## src/rtl/dispatch_decode_queue.sv

```systemverilog
// dispatch_decode_queue: buffered RV32 decode stage routing entries to four reservation-queue channels
module dispatch_decode_queue #(
  parameter int DEPTH = 4,
  parameter int PC_W = 32,
  parameter int MUL_EN = 1
) (
  input  logic                     clk,
  input  logic                     rst_n,
  input  logic                     flush,
  input  logic                     in_valid,
  output logic                     in_ready,
  input  logic [31:0]              in_inst,
  input  logic [PC_W-1:0]          in_pc,
  input  logic [3:0]               q_full,
  output logic                     out_valid,
  output logic [3:0]               out_qsel,
  output logic [31:0]              out_inst,
  output logic [PC_W-1:0]          out_pc,
  output logic [2:0]               out_inst_type,
  output logic [1:0]               out_alu_op,
  output logic                     out_jump,
  output logic                     out_jumpr,
  output logic                     out_branch,
  output logic                     out_memread,
  output logic                     out_memwrite,
  output logic                     out_alusrc,
  output logic                     out_regwrite,
  output logic                     out_pcsave,
  output logic                     out_illegal,
  output logic [$clog2(DEPTH):0]   buf_count
);
  localparam int AW = $clog2(DEPTH);
  localparam int CW = AW + 1;
  logic [31:0]     inst_mem [DEPTH];
  logic [PC_W-1:0] pc_mem [DEPTH];
  logic [AW-1:0]   wptr, rptr;
  logic [CW-1:0]   count;
  logic [31:0]     head;
  logic            push, pop, is_mul;
  logic [2:0]      d_type;
  logic [1:0]      d_alu;
  logic [7:0]      d_flags, flags;
  logic [3:0]      d_qsel;
  logic            d_illegal;
  assign head = inst_mem[rptr];
  assign in_ready = count < CW'(DEPTH);
  assign push = in_valid & in_ready;
  assign pop = (count != '0) & (d_illegal | ~|(d_qsel & q_full));
  assign buf_count = count;
  assign is_mul = (MUL_EN != 0) && (head[31:25] == 7'b0000001);
  assign {out_jump, out_jumpr, out_branch, out_memread, out_memwrite, out_alusrc, out_regwrite, out_pcsave} = flags;
  // flag order: jump, jumpr, branch, memread, memwrite, alusrc, regwrite, pcsave
  always_comb begin
    {d_type, d_alu, d_flags, d_qsel} = '0;
    d_illegal = 1'b0;
    if (head[1:0] != 2'b11) d_illegal = 1'b1;
    else case (head[6:0])
      7'h33: {d_type, d_alu, d_flags, d_qsel} = is_mul ? {3'b111, 2'b11, 8'b0000_0010, 4'b1000}
                                                       : {3'b111, 2'b10, 8'b0000_0010, 4'b0001};
      7'h13: {d_type, d_alu, d_flags, d_qsel} = {3'b000, 2'b10, 8'b0000_0110, 4'b0001};
      7'h03: {d_type, d_alu, d_flags, d_qsel} = {3'b000, 2'b00, 8'b0001_0110, 4'b0010};
      7'h23: {d_type, d_alu, d_flags, d_qsel} = {3'b010, 2'b00, 8'b0000_1100, 4'b0010};
      7'h63: {d_type, d_alu, d_flags, d_qsel} = {3'b011, 2'b01, 8'b0010_0000, 4'b0100};
      7'h6F: {d_type, d_alu, d_flags, d_qsel} = {3'b100, 2'b00, 8'b1000_0010, 4'b0001};
      7'h67: {d_type, d_alu, d_flags, d_qsel} = {3'b000, 2'b00, 8'b0100_0110, 4'b0001};
      7'h37: {d_type, d_alu, d_flags, d_qsel} = {3'b101, 2'b00, 8'b0000_0010, 4'b0001};
      7'h17: {d_type, d_alu, d_flags, d_qsel} = {3'b101, 2'b00, 8'b0000_0011, 4'b0001};
      default: d_illegal = 1'b1;
    endcase
  end
  always_ff @(posedge clk) begin
    if (push) begin
      inst_mem[wptr] <= in_inst;
      pc_mem[wptr] <= in_pc;
    end
  end
  // reset and flush both empty the queue and clear the dispatch register
  always_ff @(posedge clk) begin
    if (!rst_n || flush) begin
      wptr <= '0;
      rptr <= '0;
      count <= '0;
      out_valid <= 1'b0;
      out_qsel <= '0;
      out_inst <= '0;
      out_pc <= '0;
      out_inst_type <= '0;
      out_alu_op <= '0;
      flags <= '0;
      out_illegal <= 1'b0;
    end else begin
      if (push) wptr <= wptr + AW'(1);
      if (pop) rptr <= rptr + AW'(1);
      count <= count + CW'(push) - CW'(pop);
      out_valid <= pop;
      if (pop) begin
        out_qsel <= d_qsel;
        out_inst <= head;
        out_pc <= pc_mem[rptr];
        out_inst_type <= d_type;
        out_alu_op <= d_alu;
        flags <= d_flags;
        out_illegal <= d_illegal;
      end
    end
  end
endmodule
```

## config.mk

```make
export PLATFORM = sky130hd
export DESIGN_NAME = dispatch_decode_queue
export DESIGN_NICKNAME = d
export VERILOG_FILES = /design/src/rtl/dispatch_decode_queue.sv
export SDC_FILE = /design/constraint.sdc
export NUM_CORES = 1
export LEC_CHECK = 0
export ABC_AREA = 1
export BUFFER_PORTS_ARGS = -buffer_cell sky130_fd_sc_hd__buf_4
export CAP_MARGIN = 15
export CORE_MARGIN = 3
export CORE_UTILIZATION = 55
export CTS_CLUSTER_DIAMETER = 50
export DETAILED_ROUTE_END_ITERATION = 7
export PLACE_DENSITY_LB_ADDON = 0.05
export SLEW_MARGIN = 40
export SYNTH_ARGS = -nofsm -noshare
export SYNTH_HDL_FRONTEND = slang
export SYNTH_SLANG_ARGS = --single-unit
```

## constraint.sdc

```tcl
create_clock -name clk -period 12.1 [get_ports clk]
set_input_delay 3.63 -clock clk [delete_from_list [all_inputs] [get_ports clk]]
set_output_delay 3.63 -clock clk [all_outputs]
set_load 0.05 [all_outputs]
```

==> After elaboration in Yosys (flattened, before gate mapping) <==
Memory sizes are Yosys's and may differ from the RTL's. A register that Yosys moved wholly into a read port is not among the register bits.
Cells that the tools add are included.
{ "word_totals": {"register_bits": 58, "mem_bits_rw": 256, "n_memories": 2, "mem_bits_ro": 0, "word_cells": 56, "out_inout_bits": 87, "inputBits": 72, "latch_bits": 0} }
{ "classes": {"add_sub_neg": 4, "eq_ne": 11, "reduce_logical": 9, "bitwise_logic": 4, "shift": 0, "mux": 15, "order_cmp": 1, "div": 0, "mul": 0} }
{ "memory_table": {"columns": ["memory", "depth", "word_bits", "read_ports", "rd_ports_with_merged_regs", "wr", "line", "rtl"], "rows": [
  ["inst_mem", 4, 32, 1, 1, 1, "34", "logic [31:0] inst_mem [DEPTH];"],
  ["pc_mem", 4, 32, 1, 1, 1, "35", "logic [PC_W-1:0] pc_mem [DEPTH];"]
]} }
{ "op_table": {"columns": ["operator", "count"], "rows": [
  ["case mux 8 bit (9 select lines)", 1],
  ["equality test 7 x 6 -> 1 bit (second input constant)", 3],
  ["equality test 7 bit (second input constant)", 3],
  ["case mux 4 bit (4 select lines)", 1],
  ["case mux 3 bit (5 select lines)", 1],
  ["equality test 7 x 5 -> 1 bit (second input constant)", 2],
  ["2-to-1 mux 13 bit", 1],
  ["OR reduction 9 bit", 1],
  ["2-to-1 mux 8 bit", 1],
  ["equality test 7 x 1 -> 1 bit (second input constant)", 1],
  ["equality test 7 x 2 -> 1 bit (second input constant)", 1],
  ["2-to-1 mux 2 bit", 3],
  ["case mux 2 bit (3 select lines)", 1],
  ["OR reduction 5 bit", 1],
  ["adder 2 x 1 -> 2 bit (second input constant)", 2],
  ["bitwise AND 4 bit", 1],
  ["2-to-1 mux 1 bit", 4],
  ["2-to-1 mux 4 bit", 1],
  ["OR reduction 2 bit", 2],
  ["OR reduction 4 bit", 1],
  ["adder 3 x 1 -> 3 bit", 1],
  ["< comparator 3 bit (second input constant)", 1],
  ["2-to-1 mux 3 bit", 1],
  ["nonzero test 3 bit", 1],
  ["other kinds (6)", 8]
]} }

==> Longest topological paths before layout <==
Gate-level depths: netlist of the first run.
{ "depth": {"depth_word": 11, "mapped_depth": 22, "depth_no_buf": 20} }

==> Worst setup path before layout of the first run <==
No wires, ideal clock.
{ "synth_path": {"path_type": "input port to flip-flop", "startpoint": "in in_valid", "endpoint": "mem inst_mem[0][0] (enable)", "slack_ns": 5.105, "cell_stages": 2, "n_path_buf": 0, "arrival_ns": 6.508, "required_time_ns": 11.613, "setup_ns": 0.487, "path_cell_list": "nand2_1 -> nor2_1"} }
{ "synth_via": {"elab_chain_cells": 3} }
{ "synth_lines": {"columns": ["item", "line", "rtl"], "rows": [
  ["start: declaration", "10", "input logic in_valid,"],
  ["bitwise AND 1 bit", "47", "assign push = in_valid & in_ready;"],
  ["2-to-1 mux 1 bit", "72", "if (push) begin"],
  ["2-to-1 mux 1 bit (not written as such)", "73", "inst_mem[wptr] <= in_inst;"],
  ["end: declaration", "34", null]
]} }
No other way between the ends.

==> Final worst setup path of the first run <==
{ "layout_path": {"startpoint": "in flush", "endpoint": "reg out_inst[28]"} }
{ "layout_via": {"elab_chain_cells": 1} }
{ "layout_lines": {"columns": ["item", "line", "rtl"], "rows": [
  ["start: declaration", "9", "input logic flush,"],
  ["logical OR 1 bit", "79", "if (!rst_n || flush) begin"],
  ["end signal: assignment", "85", "out_inst <= '0;"],
  ["end signal: assignment", "98", "out_inst <= head;"],
  ["end: declaration", "17", "output logic [31:0] out_inst,"]
]} }
No other way between the ends.
A chain may end at the register's enable or synchronous reset.

==> results of run 1 <==
## cell type report
| type | count | area [sq um] |
|---|---|---|
| tap | 319 | 399 |
| clock buffer | 44 | 982 |
| clock inverter | 24 | 298 |
| sequential | 348 | 9530 |
| fill | 1778 | 7590 |
| inverter | 40 | 150 |
| timing repair buffer | 173 | 1330 |
| multi-input combinational | 716 | 3260 |
## state kept, by name, summed over array words and instances, names as in the netlist, named ones only
register       cells
out_pc            32
inst_mem         128
rptr               2
out_inst          32
flags              8
pc_mem           128
out_alu_op         2
wptr               2
buf_count          3
out_qsel           4
out_valid          1
out_inst_type      3
out_illegal        1
## cell families (layout without fill, tap and decap cells)
kind of cell	after synthesis	in the layout	synth area share
XOR/XNOR	3	3	0.00198
AO/OA/AOI/OAI	158	158	0.0644
buffers and inverters	108	281	0.0369
adder cells (fa/ha/maj)	7	7	0.00718
flip-flops	348	348	0.720
AND/OR/NAND/NOR	548	548	0.170
## critical path: stages
cell,delay [ns]
buf_4,0.12
nor2_4,0.10
buf_6,0.55
inv_1,0.31
nor2_4,0.41
buf_8,0.21
buf_4,0.42
nand2_1,0.12
nand2_1,0.08
## how the worst max path moves through the flow
stage                                  end  cells after the start  slack [ns]
final                         out_inst[28]                      9        6.56
after global routing           out_inst[8]                      9        6.36
after CTS                     out_inst[28]                      9        6.56
after detailed placement  out_inst_type[2]                      9        6.03
after global placement          out_pc[28]                      8        5.48
after floorplan             inst_mem[0][0]                      2        5.11
## synthesized netlist by cell type
cell type,count
xor2_1,3
nor4_1,1
inv_1,37
buf_1,6
inv_2,2
nor3_1,2
o22ai_1,50
ha_1,6
clkinv_1,1
and3_1,1
o21ai_1,1
nor2_1,131
nand4_1,2
clkbuf_1,33
buf_4,14
o21ai_0,103
nand2_1,286
nand2_2,2
fa_1,1
nand3_1,118
nor2_2,2
edfxtp_1,256
nor2_4,2
a21oi_1,4
buf_2,13
buf_6,2
nand2_4,1
dfxtp_1,92
## routing by layer
| layer | GRT usage | up-vias | wire length [um] |
|---|---|---|---|
| met3 | 0.0408 | 46 | 2080 |
| met2 | 0.367 | 289 | 13900 |
| met5 | 0 | - | 0 |
| met4 | 0.0630 | 0 | 575 |
| met1 | 0.319 | 4318 | 13200 |
| li1 | - | 4358 | - |
## report_power, final
part | total [mW] | switching [mW] | internal [mW]
Combinational | 0.877 | 0.651 | 0.226
Sequential | 1.46 | 0.0496 | 1.41
Clock | 1.16 | 0.463 | 0.699
==> flow_metrics.env, run 1 <==
export IMPL_fin_skew_ns=0.0240
export IMPL_rsz0062_at_grt="no"
export IMPL_drt_initial_drc_count=628
export IMPL_clk_pin_slew_ns=0.06
export IMPL_layout_setup_ws_ns=6.56
export IMPL_avgSynthCellArea_sq_um=11.3
export IMPL_syn_instance_count=1172
export IMPL_cts_made_buffers=37
export IMPL_status="finished clean"
export IMPL_whs_path_depth=2
export IMPL_dr_pass1_iters=5
export IMPL_final_area_sq_um=16000
export IMPL_start_util=0.563
export IMPL_cts_buffer_depth=3
export IMPL_drive_gt1_frac=0.187
export IMPL_slew_headroom=0.493
export IMPL_reg2reg_depth=22
export IMPL_worstReg2RegEnd="buf_count[2]"
export IMPL_placed_area_sq_um=14700
export IMPL_grt_overflow=0
export IMPL_wl_per_cell_um=17.9
export IMPL_fin_crit_sh=0.458
export IMPL_maxSlewViolCount=0
export IMPL_io_buffer_count=158
export IMPL_cts_tree="done"
export IMPL_yosysSeqAreaShare=0.720
export IMPL_total_power_mw=3.49
export IMPL_grt_pass1_wl_um=46400
export IMPL_crit_path_start_kind="input port"
export IMPL_grt_max_degree=88
export IMPL_drv_cap=0
export IMPL_post_cts_buffers=0
export IMPL_holdWs_ns=0.471
export IMPL_final_cells=1664
export IMPL_crit_start="flush"
export IMPL_cp_arrival_ns=6.00
export IMPL_die_w_um=161
export IMPL_path_max_fanout=87
export IMPL_r2r_setup_slack_ns=7.33
export IMPL_post_synth_top_area_cell="edfxtp_1"
export IMPL_antenna_found_initial=0
export IMPL_fin_util=0.678
export IMPL_yosysTopAreaCellShare=0.580
export IMPL_synth_cell_types=28
export IMPL_hold_viol=0
export IMPL_cts_root_buf="clkbuf_16"
export IMPL_grt_pass1_vias=8551
export IMPL_placed_cells=1596
export IMPL_syn_area_sq_um=13200
export IMPL_area_delta_synth_final_pct=20.5
export IMPL_drt_wl_total_um=29700
export IMPL_cp_required_ns=12.56
export IMPL_vias=9011
export IMPL_cts_hold_buf=0
export IMPL_worst_slew_pin_transition_ns=0.760
export IMPL_fp_dieH_um=161
export IMPL_final_common_cell="nand2_1"
export IMPL_setup_violations=0
export IMPL_hold_path_endpoint="out_pc[10]"
export IMPL_num_rows=56
export IMPL_gp_congestion=0.859
export IMPL_pin_count=159
export IMPL_drc=0
export IMPL_drtAntennaViolNets=0
export IMPL_syn_nets=1251
export IMPL_critPathKind="in -> reg"
export IMPL_min_period_ns=5.54
export IMPL_clk_latency_ns=0.53
export IMPL_hold_path_startpoint="out_pc[10]"
export IMPL_layout_common_cells="286 x nand2_1, 256 x edfxtp_1, 166 x buf_4, 126 x nor2_1, 118 x nand3_1"
export IMPL_hold_class="reg -> reg"
export IMPL_power_leakage_nw=6.45
export IMPL_cts_resized=0
export IMPL_dieArea_sq_um=26000
export IMPL_yosysWarningCount=0
export IMPL_place_hpwl_um=16700
export IMPL_via_per_inst=5.42
export IMPL_cts_htree_levels=2
export IMPL_end_kind="flip-flop"
export IMPL_synthTopCellsByArea="edfxtp_1 58%, dfxtp_1 14%, nand2_1 8.1%"
export IMPL_place_ws_ns=6.03
export IMPL_grt_usage=0.226
export IMPL_setup_tns_ns=0
export IMPL_core_sq_um=23500
export IMPL_powerDensity_nw_per_um2=219
export IMPL_irDropWorstVdd_uv=196
export IMPL_layout_nets=1395
export IMPL_ys_ff_latch=348
export IMPL_cts_sinks=348
export IMPL_max_freq_ghz=0.181
export IMPL_diodes=0
(Power assumes the default switching activity.)
==> inputs of run 2 (changes only) <==
--- a/config.mk
+++ b/config.mk
@@ -9,7 +9,7 @@
 export BUFFER_PORTS_ARGS = -buffer_cell sky130_fd_sc_hd__buf_4
 export CAP_MARGIN = 15
 export CORE_MARGIN = 3
-export CORE_UTILIZATION = 55
+export CORE_UTILIZATION = 52
 export CTS_CLUSTER_DIAMETER = 50
 export DETAILED_ROUTE_END_ITERATION = 7
 export PLACE_DENSITY_LB_ADDON = 0.05
==> constraint.sdc (replaced) <==
create_clock -name clk -period 4.9 [get_ports clk]
set_input_delay 1.47 -clock clk [delete_from_list [all_inputs] [get_ports clk]]
set_output_delay 1.47 -clock clk [all_outputs]
set_load 0.05 [all_outputs]
==> flow_metrics.env, run 2 (synthesized netlist as in run 1, its figures left out) <==
export IMPL_hold_class="reg -> reg"
export IMPL_drtAntennaViolNets=0
export IMPL_critPathKind="reg -> reg"
export IMPL_max_freq_ghz=0.262
export IMPL_cts_resized=0
export IMPL_core_sq_um=24700
export IMPL_worst_slew_pin_transition_ns=0.728
export IMPL_grt_pass1_wl_um=47400
export IMPL_drt_initial_drc_count=812
export IMPL_cts_buffer_depth=3
export IMPL_status="finished clean"
export IMPL_cts_htree_levels=2
export IMPL_hold_viol=0
export IMPL_grt_max_degree=87
export IMPL_place_hpwl_um=18100
export IMPL_clk_pin_slew_ns=0.06
export IMPL_gp_congestion=0.824
export IMPL_path_max_fanout=42
export IMPL_dieArea_sq_um=27400
export IMPL_wl_per_cell_um=18.4
export IMPL_cts_made_buffers=39
export IMPL_grt_pass1_vias=8728
export IMPL_num_rows=57
export IMPL_slew_headroom=0.515
export IMPL_drive_gt1_frac=0.186
export IMPL_setup_violations=0
export IMPL_diodes=0
export IMPL_cts_sinks=348
export IMPL_area_delta_synth_final_pct=20.5
export IMPL_via_per_inst=5.44
export IMPL_crit_path_start_kind="flip-flop"
export IMPL_fin_crit_sh=0.778
export IMPL_io_buffer_count=158
export IMPL_fin_skew_ns=0.0129
export IMPL_power_leakage_nw=6.46
export IMPL_post_cts_buffers=0
export IMPL_vias=9097
export IMPL_cp_arrival_ns=4.20
export IMPL_cp_required_ns=5.29
export IMPL_grt_overflow=0
export IMPL_antenna_found_initial=0
export IMPL_rsz0062_at_grt="no"
export IMPL_fp_dieH_um=166
export IMPL_seq_area_sq_um=9530
export IMPL_cts_root_buf="clkbuf_16"
export IMPL_grt_usage=0.225
export IMPL_start_util=0.537
export IMPL_clk_latency_ns=0.51
export IMPL_cts_tree="done"
export IMPL_min_period_ns=3.81
export IMPL_fillCellCount=1991
export IMPL_end_kind="flip-flop"
export IMPL_die_w_um=166
export IMPL_multiInputGateArea_sq_um=3260
export IMPL_drt_wl_total_um=30800
export IMPL_drc=0
export IMPL_largestRegisters="inst_mem x128, pc_mem x128"
export IMPL_layout_nets=1398
export IMPL_powerDensity_nw_per_um2=537
export IMPL_dr_pass1_iters=4
export IMPL_r2r_setup_slack_ns=1.09
export IMPL_irDropWorstVdd_uv=397
export IMPL_pin_count=159
export IMPL_total_power_mw=8.56
export IMPL_final_common_cell="nand2_1"
export IMPL_drv_cap=0
export IMPL_cts_hold_buf=0
export IMPL_setup_tns_ns=0
export IMPL_layout_common_cells="286 x nand2_1, 256 x edfxtp_1, 170 x buf_4, 126 x nor2_1, 118 x nand3_1"
export IMPL_maxSlewViolCount=0
run 2: worst max-delay path: stages, from the launching register on:
cell and delay (ns):
dfxtp_2 0.32, inv_2 0.29, buf_4 0.46, nand2_1 0.13
nand3_1 0.10, nand2_1 0.18, nor2_1 0.22, nand2_1 0.13
nand2_1 0.09, nor2_1 0.05, nand2_1 0.08, nand2_2 0.09
nand2_4 0.28, inv_1 0.14, ha_1 0.30, inv_1 0.05
ha_1 0.18, fa_1 0.37, xor2_1 0.15, nor2_1 0.05
run 2: layout make-up:
cell class | instances | share of cell area
multi-input combinational | 716 | 0.204
tap | 324 | 0.0254
timing repair buffer | 174 | 0.0844
clock buffer | 49 | 0.0681
clock inverter | 22 | 0.0110
sequential | 348 | 0.597
inverter | 40 | 0.00941
run 2: where the power goes:
| part | switching (mW) | internal, mW |
|---|---|---|
| combinational | 1.62 | 0.554 |
| sequential | 0.112 | 3.47 |
| clock | 1.12 | 1.68 |
| total | 2.85 | 5.71 |
run 2: path summary, 6_finish.rpt:
check                                 from            to  cells after the start
worst max-delay path             flip-flop  buf_count[2]                     19
worst min-delay path            out_pc[24]    out_pc[24]                      2
worst max register to register   flip-flop  buf_count[2]                     19
worst min register to register  out_pc[24]    out_pc[24]                      2
run 2: metal layers:
metal	wire length, um	GRT usage
met5	0	0
met1	13900	0.322
met4	747	0.0722
met3	1810	0.0349
met2	14400	0.356
run 2: metrics by stage:
stage / hold WS (ns) / cells / setup WS [ns] / cell area, sq um / utilization
floorplan: 0.491 / 1172 / 0.0650 / 13200 / -
global placement: 0.459 / 1602 / 1.22 / 14700 / 0.595
detailed placement: 0.461 / 1602 / 1.13 / 14700 / 0.596
CTS: 0.471 / 1673 / 1.13 / 16000 / 0.647
global route: 0.488 / 1673 / 0.757 / 16000 / 0.647
finish: 0.468 / 1673 / 1.09 / 16000 / 0.647
==> inputs of run 3 (changes only) <==
--- a/config.mk
+++ b/config.mk
@@ -9,7 +9,7 @@
 export BUFFER_PORTS_ARGS = -buffer_cell sky130_fd_sc_hd__buf_4
 export CAP_MARGIN = 15
 export CORE_MARGIN = 3
-export CORE_UTILIZATION = 52
+export CORE_UTILIZATION = 55
 export CTS_CLUSTER_DIAMETER = 50
 export DETAILED_ROUTE_END_ITERATION = 7
 export PLACE_DENSITY_LB_ADDON = 0.05
==> constraint.sdc (replaced) <==
create_clock -name clk -period 3.96 [get_ports clk]
set_input_delay 1.188 -clock clk [delete_from_list [all_inputs] [get_ports clk]]
set_output_delay 1.188 -clock clk [all_outputs]
set_load 0.05 [all_outputs]
==> flow_metrics.env, run 3 (synthesized netlist as in run 1, its figures left out) <==
export IMPL_status="finished clean"
export IMPL_seqPwrFrac=0.409
export IMPL_place_ws_ns=0.377
export IMPL_area_delta_synth_final_pct=21.5
export IMPL_fin_util=0.683
export IMPL_layout_nets=1401
export IMPL_slew_headroom=0.475
export IMPL_powerDensity_nw_per_um2=675
export IMPL_clk_pin_slew_ns=0.06
export IMPL_holdWs_ns=0.469
export IMPL_drtAntennaViolNets=0
export IMPL_hold_path_startpoint="out_inst[13]"
export IMPL_fillCellCount=1795
export IMPL_wl_per_cell_um=18.1
export IMPL_min_period_ns=3.65
export IMPL_critPathKind="reg -> reg"
export IMPL_clk_latency_ns=0.51
export IMPL_cts_buffer_depth=3
export IMPL_max_freq_ghz=0.274
export IMPL_worst_slew_pin_transition_ns=0.786
export IMPL_grt_overflow=0
export IMPL_cts_htree_levels=2
export IMPL_layout_common_cells="286 x nand2_1, 256 x edfxtp_1, 174 x buf_4, 126 x nor2_1, 118 x nand3_1"
export IMPL_start_util=0.563
export IMPL_layout_setup_ws_ns=0.314
export IMPL_dr_pass1_iters=5
export IMPL_r2r_setup_slack_ns=0.31
export IMPL_cts_tree="done"
export IMPL_rsz0062_at_grt="no"
export IMPL_fin_skew_ns=0.0211
export IMPL_hold_viol=0
export IMPL_crit_path_cell_trace="inv_2, nand2_1, nand2_1, nand2_1, nand2_1, nand2_1, nor2_1, nand2_1, nand2_1, nor2_1, nand2_1, nand2_2, nand2_4, inv_1, ha_1, inv_1, ha_1, fa_1, xor2_1, nor2_1"
export IMPL_grt_pass1_wl_um=47600
export IMPL_reg2reg_depth=20
export IMPL_pwr_share_comb=0.248
export IMPL_drive_gt1_frac=0.188
export IMPL_total_power_mw=10.9
export IMPL_cts_made_buffers=37
export IMPL_path_buf_inv=3
export IMPL_critPathMostFrequentCell="nand2_1"
export IMPL_crit_family="simple AND/OR/NAND/NOR gates"
export IMPL_gp_congestion=0.870
export IMPL_power_switching_mw=3.49
export IMPL_hold_path_endpoint="out_inst[13]"
export IMPL_slowest_stage="inv_2"
export IMPL_fin_crit_sh=0.921
export IMPL_multiInputGateArea_sq_um=3260
export IMPL_switching_share=0.322
export IMPL_antenna_found_initial=0
export IMPL_place_hpwl_um=17400
export IMPL_crit_path_start_kind="flip-flop"
export IMPL_end_kind="flip-flop"
export IMPL_cts_root_buf="clkbuf_16"
export IMPL_seq_area_sq_um=9530
export IMPL_power_leakage_nw=6.52
export IMPL_final_common_cell="nand2_1"
export IMPL_drt_wl_total_um=30200
export IMPL_dieArea_sq_um=26000
export IMPL_grt_max_degree=87
export IMPL_grt_pass1_vias=8903
export IMPL_io_buffer_count=158
export IMPL_num_rows=56
export IMPL_via_per_inst=5.44
export IMPL_pin_count=159
export IMPL_grt_usage=0.232
export IMPL_vias=9095
export IMPL_die_w_um=161
export IMPL_p_clk_frac=0.344
export IMPL_drv_cap=0
export IMPL_worstReg2RegEnd="buf_count[2]"
export IMPL_p_int_mw=7.37
export IMPL_path_max_fanout=30
export IMPL_fp_dieH_um=161
export IMPL_cts_hold_buf=0
export IMPL_slowest_delay_ns=0.41
export IMPL_irDropWorstVdd_uv=463
export IMPL_hold_class="reg -> reg"
export IMPL_drc=0
export IMPL_maxSlewViolCount=0
export IMPL_largestRegisters="inst_mem x128, pc_mem x128"
export IMPL_cp_required_ns=4.34
export IMPL_post_cts_buffers=0
export IMPL_core_sq_um=23500
export IMPL_cts_sinks=348
export IMPL_cts_resized=0
export IMPL_cp_arrival_ns=4.03
export IMPL_whs_path_depth=2
export IMPL_drt_initial_drc_count=698
export IMPL_setup_violations=0
[run 3: layout make-up]
type / count / share of cell area
antenna: 1 / 0.000156
clock buffer: 46 / 0.0648
clock inverter: 22 / 0.0192
inverter: 40 / 0.00933
multi-input combinational: 716 / 0.203
sequential: 348 / 0.593
tap: 319 / 0.0248
timing repair buffer: 179 / 0.0863
[run 3: routing by layer]
layer | GRT usage | part of all wire | vias to the layer above
li1 | - | - | 4362
met1 | 0.311 | 0.43 | 4391
met2 | 0.392 | 0.49 | 289
met3 | 0.0480 | 0.064 | 53
met4 | 0.0594 | 0.020 | 0
met5 | 0 | 0 | -
[run 3: through the flow]
| step | instances | area, sq um | TNS [ns] |
|---|---|---|---|
| floorplan | 1172 | 13200 | -151.80 |
| global placement | 1602 | 14700 | 0 |
| detailed placement | 1602 | 14700 | 0 |
| CTS | 1670 | 16100 | 0 |
| global route | 1670 | 16100 | 0 |
| finish | 1671 | 16100 | 0 |
[run 3: worst max path at each step]
stage / cells after the start / from / slack [ns] / to
2_1_floorplan: 2 / in_valid / -0.59 / inst_mem[0][0]
3_3_place_gp: 9 / q_full[1] / 0.44 / out_qsel[0]
3_5_place_dp: 16 / flip-flop / 0.38 / out_qsel[0]
4_1_cts: 16 / flip-flop / 0.34 / out_qsel[0]
5_1_grt: 20 / flip-flop / 0.005 / buf_count[2]
6_report: 20 / flip-flop / 0.31 / buf_count[2]
[run 3: worst register-to-register path: cells and delay by family (launching register included)]
kind / cells / cell delay (ns)
XOR/XNOR: 1 / 0.16
AND/OR/NAND/NOR: 13 / 1.57
buffers and inverters: 3 / 0.60
flip-flops: 1 / 0.32
adder cells (fa/ha/maj): 3 / 0.87
[run 3: power groups by stage]
stage               Combinational, mW  Sequential, mW  Clock, mW
CTS                              2.70            4.44       3.79
finish                           2.69            4.44       3.73
detailed placement               2.68            4.51          0
floorplan                        1.42            5.04          0
global placement                 2.66            4.51          0
global route                     2.94            4.47       3.94
